**src/rtl/score_board_pkg.sv**
```systemverilog
// Shared definitions for the score/HUD stage: display widths, glyph geometry,
// game-phase encodings and the saturating BCD adder.
package score_board_pkg;

    localparam int H_DISP_LEN      = 10;
    localparam int V_DISP_LEN      = 10;
    localparam int COLOR_RGB_DEPTH = 12;

    localparam int HUD_GLYPH_W = 8;
    localparam int HUD_GLYPH_H = 16;
    localparam int HUD_CELLS   = 6;

    typedef enum logic [1:0] {
        IDLE = 2'd0,
        PLAY = 2'd1,
        OVER = 2'd2
    } state_e;

    typedef struct packed {
        logic [COLOR_RGB_DEPTH-1:0] rgb;
        logic                       alpha;
    } hud_pix_t;

    // Four-digit BCD add of a single-digit increment; any carry out of digit 3
    // clamps the result to 9999.
    function automatic logic [15:0] bcd_add(input logic [15:0] a, input logic [3:0] p);
        logic [4:0]  d;
        logic        c;
        logic [15:0] r;
        c = 1'b0;
        r = '0;
        for (int i = 0; i < 4; i++) begin
            d = {1'b0, a[4*i +: 4]} + {4'b0, c} + ((i == 0) ? {1'b0, p} : 5'd0);
            if (d > 5'd9) begin
                r[4*i +: 4] = 4'(d - 5'd10);
                c = 1'b1;
            end else begin
                r[4*i +: 4] = d[3:0];
                c = 1'b0;
            end
        end
        return c ? 16'h9999 : r;
    endfunction

endpackage

```
**src/rtl/score_board_digit_font.sv**
```systemverilog
// 8x16 seven-segment style font ROM for digits 0..9; MSB is the leftmost pixel.
// Codes above 9 render blank.
module digit_font (
    input  logic [3:0] digit,
    input  logic [3:0] row,
    output logic [7:0] bits
);
    logic [6:0] seg;  // {a,b,c,d,e,f,g}

    always_comb begin
        seg = 7'b0;
        case (digit)
            4'd0: seg = 7'b1111110;
            4'd1: seg = 7'b0110000;
            4'd2: seg = 7'b1101101;
            4'd3: seg = 7'b1111001;
            4'd4: seg = 7'b0110011;
            4'd5: seg = 7'b1011011;
            4'd6: seg = 7'b1011111;
            4'd7: seg = 7'b1110000;
            4'd8: seg = 7'b1111111;
            4'd9: seg = 7'b1111011;
            default: seg = 7'b0;
        endcase
    end

    // Rows 2/8/13 carry the horizontal bars; the rows between carry the verticals.
    always_comb begin
        bits = 8'h00;
        case (row)
            4'd2:                             bits = seg[6] ? 8'h7E : 8'h00;
            4'd3, 4'd4, 4'd5, 4'd6, 4'd7:     bits = (seg[1] ? 8'h40 : 8'h00) | (seg[5] ? 8'h02 : 8'h00);
            4'd8:                             bits = seg[0] ? 8'h7E : 8'h00;
            4'd9, 4'd10, 4'd11, 4'd12:        bits = (seg[2] ? 8'h40 : 8'h00) | (seg[4] ? 8'h02 : 8'h00);
            4'd13:                            bits = seg[3] ? 8'h7E : 8'h00;
            default:                          bits = 8'h00;
        endcase
    end
endmodule

```
**src/rtl/score_board.sv**
```systemverilog
// Game-status stage: latches per-frame crash events, runs the IDLE/PLAY/OVER
// phase machine with BCD score and lives, and renders them as a HUD overlay.
module score_board
    import score_board_pkg::*;
#(
    parameter int                         LIVES_INIT    = 3,
    parameter int                         POINTS        = 1,
    parameter int                         INVULN_FRAMES = 120,
    parameter int                         HUD_X0        = 8,
    parameter int                         HUD_Y0        = 8,
    parameter logic [COLOR_RGB_DEPTH-1:0] HUD_RGB       = 12'hFFF
) (
    input  logic                       clk_vga,
    input  logic                       rst,
    input  logic                       en_i,
    input  logic                       v_sync_i,
    input  logic [H_DISP_LEN-1:0]      req_x_addr_i,
    input  logic [V_DISP_LEN-1:0]      req_y_addr_i,
    input  logic                       crash_enemy_bullet_i,
    input  logic                       crash_me_enemy_i,
    input  logic                       start_i,
    output logic                       gamestart_o,
    output logic                       gameover_o,
    output logic [15:0]                score_bcd_o,
    output logic [3:0]                 lives_o,
    output logic [COLOR_RGB_DEPTH-1:0] vga_rgb_o,
    output logic                       vga_alpha_o
);
    localparam int IW     = (INVULN_FRAMES > 0) ? $clog2(INVULN_FRAMES + 1) : 1;
    localparam int HUD_X1 = HUD_X0 + HUD_CELLS * HUD_GLYPH_W;
    localparam int HUD_Y1 = HUD_Y0 + HUD_GLYPH_H;

    state_e        state, state_nxt;
    logic [15:0]   score, score_nxt;
    logic [3:0]    lives, lives_nxt;
    logic [IW-1:0] inv, inv_nxt;
    logic          start_pls;
    logic          vs_q, frame_tick, hit_e, hit_m;

    assign frame_tick = vs_q & ~v_sync_i;

    always_ff @(posedge clk_vga) begin
        if (!rst) begin
            state       <= IDLE;
            score       <= '0;
            lives       <= 4'(LIVES_INIT);
            inv         <= '0;
            vs_q        <= 1'b0;
            hit_e       <= 1'b0;
            hit_m       <= 1'b0;
            gamestart_o <= 1'b0;
        end else begin
            state       <= state_nxt;
            score       <= score_nxt;
            lives       <= lives_nxt;
            inv         <= inv_nxt;
            vs_q        <= v_sync_i;
            gamestart_o <= start_pls;
            // One event per flag per frame no matter how many pixels overlap.
            if (frame_tick || start_pls) begin
                hit_e <= 1'b0;
                hit_m <= 1'b0;
            end else if (state == PLAY) begin
                hit_e <= hit_e | crash_enemy_bullet_i;
                hit_m <= hit_m | crash_me_enemy_i;
            end
        end
    end

    always_comb begin
        state_nxt = state;
        score_nxt = score;
        lives_nxt = lives;
        inv_nxt   = inv;
        start_pls = 1'b0;
        case (state)
            IDLE, OVER: begin
                if (start_i) begin
                    score_nxt = '0;
                    lives_nxt = 4'(LIVES_INIT);
                    inv_nxt   = '0;
                    start_pls = 1'b1;
                    state_nxt = PLAY;
                end
            end
            PLAY: begin
                if (frame_tick) begin
                    if (hit_e) score_nxt = bcd_add(score, 4'(POINTS));
                    if (hit_m && inv == '0) begin
                        lives_nxt = lives - 4'd1;
                        inv_nxt   = IW'(INVULN_FRAMES);
                        if (lives == 4'd1) state_nxt = OVER;
                    end else if (inv != '0) begin
                        inv_nxt = inv - IW'(1);
                    end
                end
            end
            default: state_nxt = IDLE;
        endcase
    end

    assign gameover_o  = (state == OVER);
    assign score_bcd_o = score;
    assign lives_o     = lives;

    // Overlay: offsets are only used inside the region, so truncation is safe.
    logic       in_reg, blank;
    logic [5:0] dx;
    logic [3:0] dy, digit;
    logic [7:0] font_bits;
    hud_pix_t   pix, pix_q;

    assign in_reg = (req_x_addr_i >= H_DISP_LEN'(HUD_X0)) && (req_x_addr_i < H_DISP_LEN'(HUD_X1)) &&
                    (req_y_addr_i >= V_DISP_LEN'(HUD_Y0)) && (req_y_addr_i < V_DISP_LEN'(HUD_Y1));
    assign dx = 6'(req_x_addr_i - H_DISP_LEN'(HUD_X0));
    assign dy = 4'(req_y_addr_i - V_DISP_LEN'(HUD_Y0));

    always_comb begin
        blank = 1'b0;
        digit = 4'd0;
        case (dx[5:3])
            3'd0:    digit = score[15:12];
            3'd1:    digit = score[11:8];
            3'd2:    digit = score[7:4];
            3'd3:    digit = score[3:0];
            3'd5:    digit = lives;
            default: blank = 1'b1;
        endcase
    end

    digit_font u_font (
        .digit (digit),
        .row   (dy),
        .bits  (font_bits)
    );

    always_comb begin
        pix.alpha = en_i && in_reg && !blank && font_bits[3'd7 - dx[2:0]];
        pix.rgb   = pix.alpha ? HUD_RGB : '0;
    end

    always_ff @(posedge clk_vga) begin
        if (!rst) pix_q <= '0;
        else      pix_q <= pix;
    end

    assign vga_rgb_o   = pix_q.rgb;
    assign vga_alpha_o = pix_q.alpha;
endmodule

```
**config.mk**
```make
export PLATFORM = sky130hd
export DESIGN_NAME = score_board
export DESIGN_NICKNAME = d
export VERILOG_FILES = /design/src/rtl/score_board_pkg.sv /design/src/rtl/score_board_digit_font.sv /design/src/rtl/score_board.sv
export SDC_FILE = /design/constraint.sdc
export NUM_CORES = 1
export LEC_CHECK = 0
export BUFFER_PORTS_ARGS = -buffer_cell sky130_fd_sc_hd__buf_2
export CORE_MARGIN = 3
export CORE_UTILIZATION = 57
export CTS_BUF_LIST = sky130_fd_sc_hd__clkbuf_4 sky130_fd_sc_hd__clkbuf_8
export DETAILED_ROUTE_END_ITERATION = 16
export PLACE_DENSITY_LB_ADDON = 0.15
export SLEW_MARGIN = 10
export SYNTH_ARGS = -nofsm -noshare
export SYNTH_HDL_FRONTEND = slang
export SYNTH_SLANG_ARGS = --single-unit
```
**constraint.sdc**
```tcl
create_clock -name clk_vga -period 5.85 [get_ports clk_vga]
set_input_delay 0.585 -clock clk_vga [delete_from_list [all_inputs] [get_ports clk_vga]]
set_output_delay 0.585 -clock clk_vga [all_outputs]
set_load 0.005 [all_outputs]
```
* Word-level counts from Yosys, hierarchy flattened
Memory sizes are Yosys's and may differ from the RTL's.
Cells that the tools add are included.
** Word-level totals
- Bits in latches :: 0
- Memories kept :: 1
- Output and inout bits :: 35
- Register bits :: 46
- Word-level logic and storage cells :: 140
- ROM bits :: 112
- Bits in writable memories :: 0
** Memories
- (name not given) :: words 16, bits a word 7, rd ports 1, clocked after Yosys merged registers in 0, write ports 0, line score_board_digit_font.sv:12 : case (digit)
** Cells by class
- Muxes and demuxes :: 53
- Shifts and indexed selects :: 0
- Div/mod/pow operators :: 0
- Equal/unequal tests :: 25
- $add $sub $neg :: 13
- Multipliers :: 0
- Reduce and logical (&&, ||, !) cells :: 22
- Order comparisons :: 9
- Bitwise logic cells :: 7
** Operators by type and width (number)
- two-way mux 16 bit :: 4
- two-way mux 7 bit :: 9
- case mux 8 bit (5 select lines) :: 1
- case mux 16 bit (2 select lines) :: 1
- two-way mux 4 bit :: 7
- equality test 4 bit, second input constant :: 6
- greater-or-equal comparator 10 x 4 -> 1 bit, second input constant :: 2
- greater-than comparator 5 x 4 -> 1 bit, second input constant :: 4
- case mux 4 bit (5 select lines) :: 1
- subtractor 4 bit, second input constant :: 5
- two-way mux 1 bit :: 19
- equality test 4 x 3 -> 1 bit, second input constant :: 4
- OR 8 bit :: 2
- AND reduction 4 bit :: 4
- adder 4 x 1 -> 5 bit :: 3
- case mux 7 bit (2 select lines) :: 1
- two-way mux 12 bit :: 1
- two-way mux 2 bit :: 6
- < comparator 10 x 5 -> 1 bit, second input constant :: 1
- < comparator 10 x 6 -> 1 bit, second input constant :: 1
- OR reduction 5 bit :: 2
- equality test 4 x 2 -> 1 bit, second input constant :: 2
- case mux 4 bit (2 select lines) :: 1
- logical AND 1 bit :: 7
- 28 further kinds :: 35

* Logic depth before layout (Yosys ltp)
- Depth after elaboration :: 28
- Gate-level depth with buffers :: 29
- Gate-level depth less buffers :: 28

* By module
Synthesis repeated with hierarchy kept, for this count alone.
** Second synthesis, totals
- Cell total of the unflattened synthesis :: 378
- Area total of the unflattened synthesis :: 2936.6 µm²
** By module, submodules not included
- score_board :: cells each 325, area each 2565.0 µm², times used 1
- digit_font :: cells each 53, area each 371.6 µm², times used 1

* Worst setup path after synthesis
Ideal clock, no wire load.
- Path type :: reg2reg
- From :: register score[0], in the netlist score_bcd_o[0]
- To :: register score[1], in the netlist score_bcd_o[1]
- Path buffers :: 1
- Library setup time :: 0.070 ns
- Period minus slack after synthesis :: 5.346 ns
- Setup slack :: 0.504 ns
- Stages on the path, launching flop included :: 27
- Arrival time :: 5.277 ns
- Cell sequence :: dfxtp_1 -> ha_1 -> clkbuf_1 -> xnor2_1 -> ha_1 -> nand2b_1 -> a21o_1 -> nand2b_1 -> a21oi_1 -> nor3_1 -> ha_1 -> ha_1 -> nor2b_1 -> o21ai_0 -> nand2_1 -> ha_1 -> ha_1 -> inv_1 -> a211o_1 -> a21oi_1 -> ha_1 -> ha_1 -> o21a_1 -> o22a_1 -> nor3_1 -> o21ai_0 -> a21oi_1
** Between the ends
- Longest elaborated chain between the ends :: 28
- Elaborated cells between the ends (all ways) :: 30
** Ends and longest elaborated chain
- start: declaration :: line score_board.sv:34 : logic [15:0] score, score_nxt;
- start signal: assignment :: line score_board.sv:54 : score <= score_nxt;
- adder 4 x 1 -> 5 bit * :: line score_board_pkg.sv:33 : d = {1'b0, a[4*i +: 4]} + {4'b0, c} + ((i == 0) ? {1'b0, p} : 5'd0);
- greater-than comparator 5 x 4 -> 1 bit :: line score_board_pkg.sv:34 : if (d > 5'd9) begin
- two-way mux 1 bit :: line score_board_pkg.sv:34
- two-way mux 1 bit :: line score_board.sv:88 : if (hit_e) score_nxt = bcd_add(score, 4'(POINTS));
- two-way mux 1 bit :: line score_board.sv:87 : if (frame_tick) begin
- two-way mux 1 bit :: line score_board.sv:76 : case (state)
- adder 4 x 1 -> 5 bit :: line score_board_pkg.sv:33
- greater-than comparator 5 x 4 -> 1 bit :: line score_board_pkg.sv:34
- (+12 left out)
- two-way mux 1 bit :: line score_board_pkg.sv:34
- two-way mux 1 bit :: line score_board.sv:88
- two-way mux 1 bit :: line score_board.sv:87
- two-way mux 1 bit :: line score_board.sv:76
- two-way mux 16 bit * :: line score_board_pkg.sv:42 : return c ? 16'h9999 : r;
- two-way mux 16 bit * :: line score_board.sv:88
- two-way mux 16 bit * :: line score_board.sv:87
- case mux 16 bit (2 select lines) * :: line score_board.sv:76
Mark *: on every way between the ends. The rest lies on a longest branch, timed or not. The select of a mux whose other input is x is not followed.
A chain may end at the register's enable or synchronous reset.

* Worst setup path after layout
- From :: register score[0], in the netlist score_bcd_o[0]
- To :: register score[14], in the netlist score_bcd_o[14]
** Between the ends
- Longest elaborated chain between the ends :: 28
- Elaborated cells between the ends (all ways) :: 30
** Ends and longest elaborated chain (line)
- adder 4 x 1 -> 5 bit * :: score_board_pkg.sv:33
- greater-than comparator 5 x 4 -> 1 bit * :: score_board_pkg.sv:34
- two-way mux 1 bit * :: score_board_pkg.sv:34
- two-way mux 1 bit * :: score_board.sv:88
- two-way mux 1 bit * :: score_board.sv:87
- two-way mux 1 bit * :: score_board.sv:76
- adder 4 x 1 -> 5 bit * :: score_board_pkg.sv:33
- greater-than comparator 5 x 4 -> 1 bit * :: score_board_pkg.sv:34
- (+12 left out)
- two-way mux 1 bit :: score_board_pkg.sv:34
- two-way mux 1 bit :: score_board.sv:88
- two-way mux 1 bit :: score_board.sv:87
- two-way mux 1 bit :: score_board.sv:76
- two-way mux 16 bit * :: score_board_pkg.sv:42
- two-way mux 16 bit * :: score_board.sv:88
- two-way mux 16 bit * :: score_board.sv:87
- case mux 16 bit (2 select lines) * :: score_board.sv:76
Marks and branches as above.

==> metrics.yaml <==
drt:
  drt-vias-per-instance: 5.79
  vias: 2654
  drtPass1Iterations: 4
  drt-initial-drc-count: 219
  wl_per_cell_um: 14.1
  remaining_drc_errors: 0
  antenna_left: 0
  wirelength_mm: 6.48
sta:
  finalCritPeriodShare: 0.919
  clock_skew_ns: 0.00863
  fmax_mhz: 186
  rsz0062_at_grt: "false"
  finalHoldViolCount: 0
  tns_ns: 0
  setup_viol: 0
  maxSlewHeadroom: 0.475
  min_period_ns: 5.38
  final_max_slew_viol_count: 0
  worst_slew_pin_slew_ns: 0.786
grt:
  grt_util_met1: 0.312
  grt_max_degree: 25
  top_usage_layer: "met2"
  first_global_vias: 2300
  grtUsageMet2: 0.376
  overflow: 0
  grtUsageMet3: 0.0369
  track_usage: 0.230
  antenna_found_initial: 0
  grt_pass1_wl_mm: 10.3
cells_and_area:
  drive_above_1_share: 0.217
  final_core_util: 0.687
  diodes: 0
  syn2layout_area_growth_pct: 11.9
  fin_nets: 452
worst_setup_path:
  cpPeakStageDelay_ns: 0.40
  startpoint_type: "register"
  critPathCaptureType: "register"
  cp.arrival_ns: 5.60
  cp_max_fo: 9
  path_class: "register to register"
  cp_slowest_cell: "dfxtp_4"
  cp_data_required_time_ns: 6.07
  cpMostUsedCell: "ha_1"
synthesis:
  synth_edf_count: 0
  yosysUniqueCellTypes: 59
  syn_inst: 364
  async_reset_ff_frac: 0
  syn_area_per_cell_um2: 7.60
  synth_top_area_cell: "dfxtp_1"
  syn_nets: 411
  netlist_top_cells_area: "dfxtp_1, ha_1, nor2_1"
  ys_warn_count: 0
  synth_top_area_frac: 0.246
  synth_area_mm2: 0.00277
  yosysSeqAreaShare: 0.246
  ys_ff_latch: 34
  synthFlopType: "dfxtp_1"
power:
  ir_drop_mv: 0.189
  leakagePower_nw: 1.39
  seq_power_share: 0.449
  p_sw_w: 0.000181
  p_per_area_mw_per_mm2: 181
  p_int_w: 0.000380
  combPwrFrac: 0.233
  swShare: 0.322
  p_clk_frac: 0.318
floorplanning:
  die_w_um: 75.7
  ios: 62
  rows: 24
  coreArea_mm2: 0.00450
  start_util: 0.614
  fp.dieH_um: 75.7
  dieArea_mm2: 0.00572
cts:
  clk_latency_ns: 0.29
  cts.path.max_buffers: 2
  cts_tree: "built"
  clk_pin_slew_worst_paths_ns: 0.08
  htreeDepth: 2
  cts_sinks: 34
  cts_buffers: 5
  root_buffer: "clkbuf_8"
  post_cts_buffers: 0
placement:
  hpwl_mm: 4.83
  numPortBuffers: 61
  place_congestion: 0.885
run:
  cap_viol_max_count: 0
hold_path:
  hold_class: "register to register"
outcome:
  status: "completed"
[power groups by stage]
stage	Combinational (W)	Sequential [W]	Clock, W
2_1_floorplan	0.000102	0.000254	0
3_3_place_gp	0.000127	0.000256	0
3_5_place_dp	0.000129	0.000257	0
4_1_cts	0.000130	0.000251	0.000181
5_1_grt	0.000148	0.000253	0.000190
6_report	0.000131	0.000251	0.000178
[state kept, by name, summed over array words and instances, names as in the netlist]
| name | count |
|---|---|
| score_bcd_o | 16 |
| gamestart_o | 1 |
| vga_rgb_o | 1 |
| hit_m | 1 |
| vs_q | 1 |
| lives_o | 4 |
| hit_e | 1 |
| state | 2 |
| inv | 7 |
[metrics by stage]
step           hold slack (ns)  setup WS (ns)  std cells  power (W)  instance area, um2
3_3_place_gp             0.454          0.428        450   0.000383                2980
2_1_floorplan            0.437          0.504        364   0.000357                2770
6_report                 0.482          0.471        458   0.000561                3090
3_5_place_dp             0.460          0.227        450   0.000386                2980
5_1_grt                  0.518         0.0136        458   0.000591                3090
4_1_cts                  0.481          0.219        458   0.000562                3070
[Yosys cell counts (5+ instances only)]
cell	instances
dfxtp_1	34
inv_1	19
ha_1	20
o21ai_0	19
xnor2_1	12
nand2b_1	11
a21oi_1	24
nor3_1	11
nand2_1	24
nand3_1	6
a22oi_1	9
a31oi_1	5
nor4_1	6
buf_4	12
nor2b_1	10
nor2_1	48
clkbuf_1	14
[worst paths after layout]
path,startpoint,slack (ns),cells past startpoint,end
worst min-delay path,hit_e,0.48,2,hit_e
worst min register to register,hit_e,0.48,2,hit_e
worst max register to register,score_bcd_o[0],0.47,28,score_bcd_o[14]
worst max-delay path,score_bcd_o[0],0.47,28,score_bcd_o[14]
[routing by layer]
layer / part of all wire / wire length [um] / vias up
li1: - / - / 1381
met2: 0.47 / 3050 / 66
met3: 0.049 / 320 / 10
met5: 0 / 0 / -
met1: 0.47 / 3030 / 1197
met4: 0.012 / 77 / 0
[cells by family after synthesis]
family,after synthesis,synth area share
flip-flops,34,0.246
AND/OR/NAND/NOR,142,0.267
XOR/XNOR,13,0.0412
adder cells (fa/ha/maj),20,0.0905
AO/OA/AOI/OAI,100,0.242
multiplexers,8,0.0308
buffers and inverters,47,0.0833
[repair_timing]
action | CTS | global route
endpoints found under the setup margin | 0 | 15
resized for setup | 0 | 8
hold buffers | 0 | 0
[critical path: cells and delay by family, from the launching register on]
family | cells | cell delay [ns]
fa+ha+maj | 7 | 1.73
compound gates | 8 | 1.52
simple gates | 7 | 0.84
buf+inv | 5 | 0.58
flops | 1 | 0.40
xor+xnor | 1 | 0.20
[placed cells by master (no fill, tap or decap), drive strengths merged, types with 3 or more instances in the layout]
cell and count:
inv 19, clkbuf 5, and3 3, a32oi 4
dfxtp 34, nor4 6, a21o 3, nand2 24
o211ai 4, buf 62, nand3 6, a21oi 24
a211oi 4, o21a 4, nand2b 12, mux2i 4
xnor2 12, a22oi 9, mux2 4, or2 3
o21ai 21, nor2b 10, nor3b 5, nand4 3
and2 3, nor2 48, nor3 11, a31oi 5
o22ai 3, ha 20
[layout make-up]
cell class	count	area, um2
flip-flops and latches	34	686
clock inverters	3	21.3
repair buffers	62	313
clock buffers	5	68.8
multi-input cells	283	1870
inverters	19	71.3
fillers	410	1410
well taps	52	65.1
(Power assumes the default switching activity.)
